**config.mk**
```make
export PLATFORM = sky130hd
export DESIGN_NAME = seq_booth_multiplier_flat
export DESIGN_NICKNAME = d
export VERILOG_FILES = /design/src/rtl/seq_booth_multiplier_if.sv /design/src/rtl/seq_booth_multiplier.sv /design/src/flat_wrapper.sv
export SDC_FILE = /design/constraint.sdc
export NUM_CORES = 1
export LEC_CHECK = 0
export BUFFER_PORTS_ARGS = -buffer_cell sky130_fd_sc_hd__buf_2
export CORE_ASPECT_RATIO = 0.75
export CORE_MARGIN = 4
export CORE_UTILIZATION = 52
export CTS_CLUSTER_DIAMETER = 40
export DETAILED_ROUTE_END_ITERATION = 10
export HOLD_SLACK_MARGIN = 0.05
export PLACE_DENSITY_LB_ADDON = 0.3
export SYNTH_ARGS = -nofsm -noshare
export SYNTH_HDL_FRONTEND = slang
export SYNTH_SLANG_ARGS = --single-unit
```
**constraint.sdc**
```tcl
create_clock -name clk -period 2.2 [get_ports clk]
set_input_delay 0.33 -clock clk [delete_from_list [all_inputs] [get_ports clk]]
set_output_delay 0.33 -clock clk [all_outputs]
set_load 0.005 [all_outputs]
```
**src/rtl/seq_booth_multiplier_if.sv**
```systemverilog
// Start/done handshake and operand/product bus for seq_booth_multiplier.
// The controller drives the master side; the multiplier is the slave.
interface seq_booth_multiplier_if #(
   parameter int unsigned WIDTH = 8
);
   logic                 start;
   logic [WIDTH-1:0]     multiplicand;
   logic [WIDTH-1:0]     multiplier;
   logic                 busy;
   logic                 done;
   logic [2*WIDTH-1:0]   product;

   modport master (
      output start,
      output multiplicand,
      output multiplier,
      input  busy,
      input  done,
      input  product
   );

   modport slave (
      input  start,
      input  multiplicand,
      input  multiplier,
      output busy,
      output done,
      output product
   );
endinterface

```
**src/rtl/seq_booth_multiplier.sv**
```systemverilog
// Iterative radix-2 Booth signed multiplier, one partial product per clock.
// Define SEQ_MULT_OUT_REG_EN to add an output register stage (latency WIDTH+1).
module seq_booth_multiplier #(
   parameter int unsigned WIDTH = 8
) (
   input logic               clk,
   input logic               reset_n,
   seq_booth_multiplier_if.slave bus
);

   localparam int unsigned CntW = $clog2(WIDTH + 1);
   localparam logic [CntW-1:0] LastCnt = CntW'(WIDTH - 1);

   typedef enum logic [1:0] {
      StIdle,
      StRun,
      StOut,
      StDone
   } state_e;

   state_e               state_q, state_d;
   logic [WIDTH:0]       acc_q, acc_d;
   logic [WIDTH:0]       m_q, m_d;
   logic [WIDTH-1:0]     q_q, q_d;
   logic                 q1_q, q1_d;
   logic [CntW-1:0]      count_q, count_d;
   logic [2*WIDTH-1:0]   product_q, product_d;

   logic [WIDTH:0]       sum;
   logic [WIDTH:0]       acc_sh;
   logic [WIDTH-1:0]     q_sh;
   logic [2*WIDTH-1:0]   result;

`ifdef SEQ_MULT_OUT_REG_EN
   logic [2*WIDTH-1:0]   stage_q, stage_d;
`endif

   // One Booth step: add/sub in WIDTH+1 bits, then arithmetic shift of {acc,q,q_1}.
   always_comb begin
      unique case ({q_q[0], q1_q})
         2'b01:   sum = acc_q + m_q;
         2'b10:   sum = acc_q - m_q;
         default: sum = acc_q;
      endcase
      acc_sh = {sum[WIDTH], sum[WIDTH:1]};
      q_sh   = {sum[0], q_q[WIDTH-1:1]};
      result = {acc_sh[WIDTH-1:0], q_sh};
   end

   always_comb begin
      state_d   = state_q;
      acc_d     = acc_q;
      m_d       = m_q;
      q_d       = q_q;
      q1_d      = q1_q;
      count_d   = count_q;
      product_d = product_q;
`ifdef SEQ_MULT_OUT_REG_EN
      stage_d   = stage_q;
`endif

      unique case (state_q)
         StIdle, StDone: begin
            if (bus.start) begin
               acc_d   = '0;
               m_d     = {bus.multiplicand[WIDTH-1], bus.multiplicand};
               q_d     = bus.multiplier;
               q1_d    = 1'b0;
               count_d = '0;
               state_d = StRun;
            end else begin
               state_d = StIdle;
            end
         end
         StRun: begin
            acc_d   = acc_sh;
            q_d     = q_sh;
            q1_d    = q_q[0];
            count_d = count_q + CntW'(1);
            if (count_q == LastCnt) begin
`ifdef SEQ_MULT_OUT_REG_EN
               stage_d   = result;
               state_d   = StOut;
`else
               product_d = result;
               state_d   = StDone;
`endif
            end
         end
`ifdef SEQ_MULT_OUT_REG_EN
         StOut: begin
            product_d = stage_q;
            state_d   = StDone;
         end
`endif
         default: state_d = StIdle;
      endcase
   end

   always_ff @(posedge clk or negedge reset_n) begin
      if (!reset_n) begin
         state_q   <= StIdle;
         acc_q     <= '0;
         m_q       <= '0;
         q_q       <= '0;
         q1_q      <= 1'b0;
         count_q   <= '0;
         product_q <= '0;
      end else begin
         state_q   <= state_d;
         acc_q     <= acc_d;
         m_q       <= m_d;
         q_q       <= q_d;
         q1_q      <= q1_d;
         count_q   <= count_d;
         product_q <= product_d;
      end
   end

`ifdef SEQ_MULT_OUT_REG_EN
   always_ff @(posedge clk or negedge reset_n) begin
      if (!reset_n) begin
         stage_q <= '0;
      end else begin
         stage_q <= stage_d;
      end
   end
`endif

   assign bus.busy    = (state_q == StRun) || (state_q == StOut);
   assign bus.done    = (state_q == StDone);
   assign bus.product = product_q;

   a_done_one_cycle : assert property (@(posedge clk) disable iff (!reset_n)
      bus.done |=> !bus.done);
   a_busy_done_excl : assert property (@(posedge clk) disable iff (!reset_n)
      !(bus.busy && bus.done));

endmodule

```
**src/flat_wrapper.sv**
```systemverilog
// flat-port wrapper written by rule: the top's interface ports become plain ports
module seq_booth_multiplier_flat 
#(
   parameter int unsigned WIDTH = 8
)
  (clk, reset_n, bus_start, bus_multiplicand, bus_multiplier, bus_busy, bus_done, bus_product);
  seq_booth_multiplier_if #(.WIDTH(WIDTH)) bus_i ();
  input logic clk;
  input logic reset_n;
  input wire logic [$bits(bus_i.start)-1:0] bus_start;
  input wire logic [$bits(bus_i.multiplicand)-1:0] bus_multiplicand;
  input wire logic [$bits(bus_i.multiplier)-1:0] bus_multiplier;
  output wire logic [$bits(bus_i.busy)-1:0] bus_busy;
  output wire logic [$bits(bus_i.done)-1:0] bus_done;
  output wire logic [$bits(bus_i.product)-1:0] bus_product;
  assign bus_i.start = bus_start;
  assign bus_i.multiplicand = bus_multiplicand;
  assign bus_i.multiplier = bus_multiplier;
  assign bus_busy = bus_i.busy;
  assign bus_done = bus_i.done;
  assign bus_product = bus_i.product;
  seq_booth_multiplier #(.WIDTH(WIDTH)) u_core (.clk(clk), .reset_n(reset_n), .bus(bus_i));
endmodule
```
Word level (Yosys, flattened, before mapping) --
Cells that the tools add are included. Widths: inputs -> output; s select.
Storage, ports and cells: register bits after elaboration 48, bits of input ports 19, output and inout port bits 18, logic and storage cells 37
Cells by class: add/sub/neg operators 3, equality and inequality tests 8, muxes and demuxes 12, reductions and logical operators 7
Operator list (count):
- $pmux 9 s2 | 2
- $pmux 8 s2 | 1
- $add 9x9->9 | 1
- $mux 9 | 1
- $sub 9x9->9 | 1
- $mux 8 | 1
- $pmux 4 s2 | 1
- $eq 2x2->1 const B | 3
- $reduce_and 2->1 | 3
- $add 4x1->4 const B | 1
- $eq 2x1->1 const B | 2
- $eq 4x3->1 const B | 1
- $mux 4 | 1
- $pmux 2 s2 | 1
- $logic_not 2->1 | 1
- $mux 1 | 2
- $mux 2 | 1
- $ne 2x1->1 const B | 1
- $ne 2x2->1 const B | 1
- $pmux 1 s2 | 1
- $reduce_bool 2->1 | 1
- $reduce_or 2->1 | 1
- $logic_or 1x1->1 | 1

Depth between registers and ports, before layout --
depth after elaboration 4, depth in mapped cells 12, gate-level depth less buffers 12

Least setup slack after synthesis --
Ideal clock, no wire load.
kind register to register, from register u_core.q1_q, to register u_core.product_q[15] (netlist: u_core.bus.product[15]), setup time 0.132 ns, data arrival time 2.308 ns, data required time 2.068 ns, path slack -0.240 ns, cell stages (with the launch flop) 12, path buffers 1, clock period less this slack 2.440 ns, path through dfrtp_1 inv_1 ha_1 buf_2 mux2_2 fa_1 nand2b_1 a21oi_2 o22ai_2 mux2i_2 xnor2_1 o21ai_1
On the way: word-level cells in the longest chain between the ends 2, elaborated cells on any way between the ends 3, those cells by class eq/ne: 2; mux: 1
Ends and longest elaborated chain:
- from (decl) | line seq_booth_multiplier.sv:25 | logic q1_q, q1_d;
- from (signal assigned) | line seq_booth_multiplier.sv:114 | q1_q <= q1_d;
- $eq 2x2->1 or $eq 2x1->1 (tied branches) | line seq_booth_multiplier.sv:40 | unique case ({q_q[0], q1_q})
- $pmux 9 s2 * | line seq_booth_multiplier.sv:40
- to (signal assigned) | line seq_booth_multiplier.sv:116 | product_q <= product_d;
- to (decl) | line seq_booth_multiplier.sv:27 | logic [2*WIDTH-1:0] product_q, product_d;
Every way passes the cells marked *; elsewhere a longest branch is shown, timed or not. A chain may end at the register's enable or synchronous reset.

Worst setup path after layout --
from register u_core.m_q[1], to register u_core.product_q[15] (netlist: u_core.bus.product[15])
On the way: word-level cells in the longest chain between the ends 2, elaborated cells on any way between the ends 3, those cells by class add/sub: 2; mux: 1
Ends and longest elaborated chain:
- from (decl) | line seq_booth_multiplier.sv:23 | logic [WIDTH:0] m_q, m_d;
- from (signal assigned) | line seq_booth_multiplier.sv:112 | m_q <= m_d;
- $sub 9x9->9 or $add 9x9->9 (tied branches) | line seq_booth_multiplier.sv:42, seq_booth_multiplier.sv:41
- $pmux 9 s2 * | line seq_booth_multiplier.sv:40
Marked as above.

==> impl_metrics.json <==
{
  "status": "finished, violations left",
  "violations": "setup timing",
  "use_met2": 0.3030,
  "worst_slack_ns": -0.3969,
  "finalMaxSlewViolations": 0,
  "numCtsBuffers": 5,
  "grt_antenna_before_repair": 0,
  "hpwl_mm": 4.223,
  "start_util": 0.5406,
  "required_ns": 2.41,
  "synth_nets": 293,
  "hold_violations": 0,
  "grtUsageMet3": 0.04121,
  "crit_fanout": 4,
  "syn_avg_cell_area_sq_um": 10.23,
  "crit_buf_inv": 2,
  "critical-path-top-delay-family": "compound AO/OA/AOI/OAI gates",
  "ir_drop_mv": 0.9727,
  "syn_inst": 259,
  "die-area_sq_mm": 0.006312,
  "reg2reg_depth": 12,
  "instances_no_fill": 380,
  "crit_chain": "inv_2 > ha_4 > nor3b_4 > buf_4 > a21oi_4 > xnor2_2 > ha_4 > o21a_1 > o22ai_2 > mux2i_2 > xnor2_1 > o21ai_1",
  "drtPass1Iterations": 4,
  "ys_warn_count": 0,
  "clkSinkCount": 47,
  "rsz0062_at_grt": "yes",
  "die_h_um": 69.81,
  "portBuffers": 36,
  "worst_pin_slew_ns": 0.5748,
  "core-area_sq_mm": 0.004900,
  "met1_usage": 0.2651,
  "seq_area_frac_synth": 0.4440,
  "overflow": 0,
  "busiest_layer": "met2",
  "place_inst": 370,
  "vias_per_cell": 5.561,
  "wire_per_inst_um": 15.46,
  "rows": 22,
  "max-cap-violations": 0,
  "fill_cells": 389,
  "area_growth_pct": 24.61,
  "grt_use_total": 0.1902,
  "timing.fmax_ghz": 0.3851,
  "power_mw": 5.619,
  "p_per_area_mw_per_mm2": 1702,
  "ys_ff_latch": 47,
  "gp_congestion": 0.8530,
  "fin_skew_ns": 0.01335,
  "max_stage_delay_ns": 0.45,
  "critPathArrivalTime_ns": 2.80,
  "htreeDepth": 2,
  "cts_root_buf": "clkbuf_8",
  "period_share": 1.180,
  "slew_headroom": 0.6168,
  "routed_wirelength_mm": 5.876,
  "crit_path_top_delay_cell": "dfrtp_2",
  "cts.clk_slew.worst_paths_ns": 0.10,
  "routed-via-count": 2113,
  "grt_max_degree": 48,
  "worstSetupStartpointType": "flip-flop",
  "ioPinCount": 37,
  "cp.depth": 12,
  "fin_nets": 353,
  "clockBufferDepth": 2,
  "critPathCaptureType": "flip-flop",
  "drive_gt1_frac": 0.3406,
  "finalCriticalPeriod_ns": 2.597,
  "ys_types": 43,
  "antenna_cells": 0,
  "drtAntennaViolNets": 0,
  "fp.dieW_um": 90.41,
  "grt_pass1_wl_mm": 9.742,
  "leakage_nw": 1.532,
  "hold_class": "primary input to async pin",
  "clkLatencyLatePin_ns": 0.31,
  "cts_tree": "built",
  "drc_errors": 0,
  "setup_viol": 10,
  "critical_path_class": "flip-flop to flip-flop",
  "grt_pass1_vias": 2099,
  "drtIter0Drc": 117,
  "crit_top_cell": "ha_4",
  "synth_area_sq_mm": 0.002649
}
[path summary, 6_finish.rpt]
path	from	end	slack (ns)
max in group asynchronous	reset_n	u_core.m_q[1]	1.68
hold reg to reg	u_core.bus.product[14]	u_core.bus.product[14]	0.49
setup / recovery	u_core.m_q[1]	u_core.bus.product[15]	-0.40
min in group clk	bus_multiplicand[5]	u_core.m_q[5]	0.25
setup reg to reg	u_core.m_q[1]	u_core.bus.product[15]	-0.40
hold / removal	reset_n	u_core.bus.product[5]	0.09
[placed cells by master, fill, tap and decap left out, types with 5 or more instances in the layout]
master,instances
buf_2,36
nor2_1,14
mux2_2,9
clkbuf_8,5
mux2_1,14
xnor2_1,9
ha_1,9
nand2_1,26
o22ai_1,17
dfrtp_1,45
buf_4,27
a21oi_1,13
o21ai_1,15
inv_1,9
[flip-flops by register name, indices dropped and copies added (netlist names)]
name	count
u_core.q_q	8
u_core.q1_q	1
u_core.count_q	4
u_core.bus.product	16
u_core.m_q	8
u_core.acc_q	8
u_core.state_q	2
[layer usage]
| metal | vias to the layer above | share of wire |
|---|---|---|
| met3 | 8 | 0.037 |
| li1 | 1046 | - |
| met5 | - | 0 |
| met2 | 37 | 0.48 |
| met4 | 0 | 0.0094 |
| met1 | 1022 | 0.48 |
[power breakdown]
part,internal [mW],switching [mW]
logic,1.84,1.83
clock network,0.236,0.319
registers,1.12,0.277
[synth_stat cells, drive strengths merged]
cell / instances / area share
o211ai: 2 / 0.0057
a32o: 1 / 0.0038
mux2i: 5 / 0.020
a22o: 2 / 0.0066
fa: 1 / 0.0076
a211oi: 1 / 0.0028
nor2b: 3 / 0.0099
nor3: 3 / 0.0057
a21boi: 1 / 0.0028
buf: 6 / 0.011
nand2: 27 / 0.039
and3: 1 / 0.0024
xnor2: 10 / 0.033
o32ai: 1 / 0.0033
o21a: 3 / 0.0085
o22ai: 18 / 0.045
a21o: 1 / 0.0028
a32oi: 1 / 0.0061
xor2: 4 / 0.013
a31oi: 1 / 0.0024
inv: 12 / 0.017
o31ai: 3 / 0.0085
and2: 1 / 0.0024
nand2b: 6 / 0.014
nor2: 14 / 0.020
a21oi: 18 / 0.035
a2111o: 1 / 0.0043
nor3b: 1 / 0.0047
clkbuf: 5 / 0.0085
dfrtp: 47 / 0.44
ha: 14 / 0.066
mux2: 24 / 0.10
nor4: 1 / 0.0024
nand4: 1 / 0.0024
o21ai: 19 / 0.036
[cells by family (layout without fill, tap and decap cells)]
| family | after synthesis | in the layout | share of synthesized area |
|---|---|---|---|
| XOR/XNOR | 14 | 14 | 0.04629 |
| multiplexers | 29 | 29 | 0.1223 |
| AO/OA/AOI/OAI | 73 | 73 | 0.1738 |
| flip-flops | 47 | 47 | 0.4440 |
| AND/OR/NAND/NOR | 58 | 58 | 0.1030 |
| buffers and inverters | 23 | 84 | 0.03684 |
| adder cells (fa/ha/maj) | 15 | 15 | 0.07369 |
[worst register-to-register path, cell delays in order (launching register included)]
cell and delay (ns):
dfrtp_2 0.45, inv_2 0.09, ha_4 0.13, nor3b_4 0.21
buf_4 0.15, a21oi_4 0.05, xnor2_2 0.25, ha_4 0.25
o21a_1 0.18, o22ai_2 0.20, mux2i_2 0.31, xnor2_1 0.15
o21ai_1 0.08
[what timing repair did]
item                                    4_1_cts  5_1_grt
pin swaps                                     2       22
endpoints found under the hold margin         0        0
endpoints found under the setup margin       14       14
hold buffers                                  0        0
buffers inserted                              0        2
gates resized for setup                      10       16
[per-stage QoR]
stage | utilization | hold slack (ns) | instance area, sq um | setup slack [ns] | TNS (ns)
4_1_cts | 0.6537 | 0.1153 | 3203 | -0.3364 | -2.275
3_5_place_dp | 0.6251 | 0.4535 | 3063 | -0.3442 | -2.287
3_3_place_gp | 0.6251 | 0.4561 | 3063 | -0.2637 | -1.834
5_1_grt | 0.6736 | 0.1466 | 3301 | -0.5254 | -3.994
2_1_floorplan | - | 0.03441 | 2668 | -0.1627 | -0.5230
6_report | 0.6736 | 0.09222 | 3301 | -0.3969 | -2.336
[final cells by class]
class                   instances  area (sq um)  area share
repair buffers                 64         394.1      0.1194
clock buffers                   5         68.82     0.02085
inverters                      12         45.04     0.01365
flip-flops and latches         47          1179      0.3571
clock inverters                 3         26.28    0.007961
multi-input cells             189          1513      0.4583
well taps                      60         75.07     0.02274
Power figures use the tool's default switching activity.
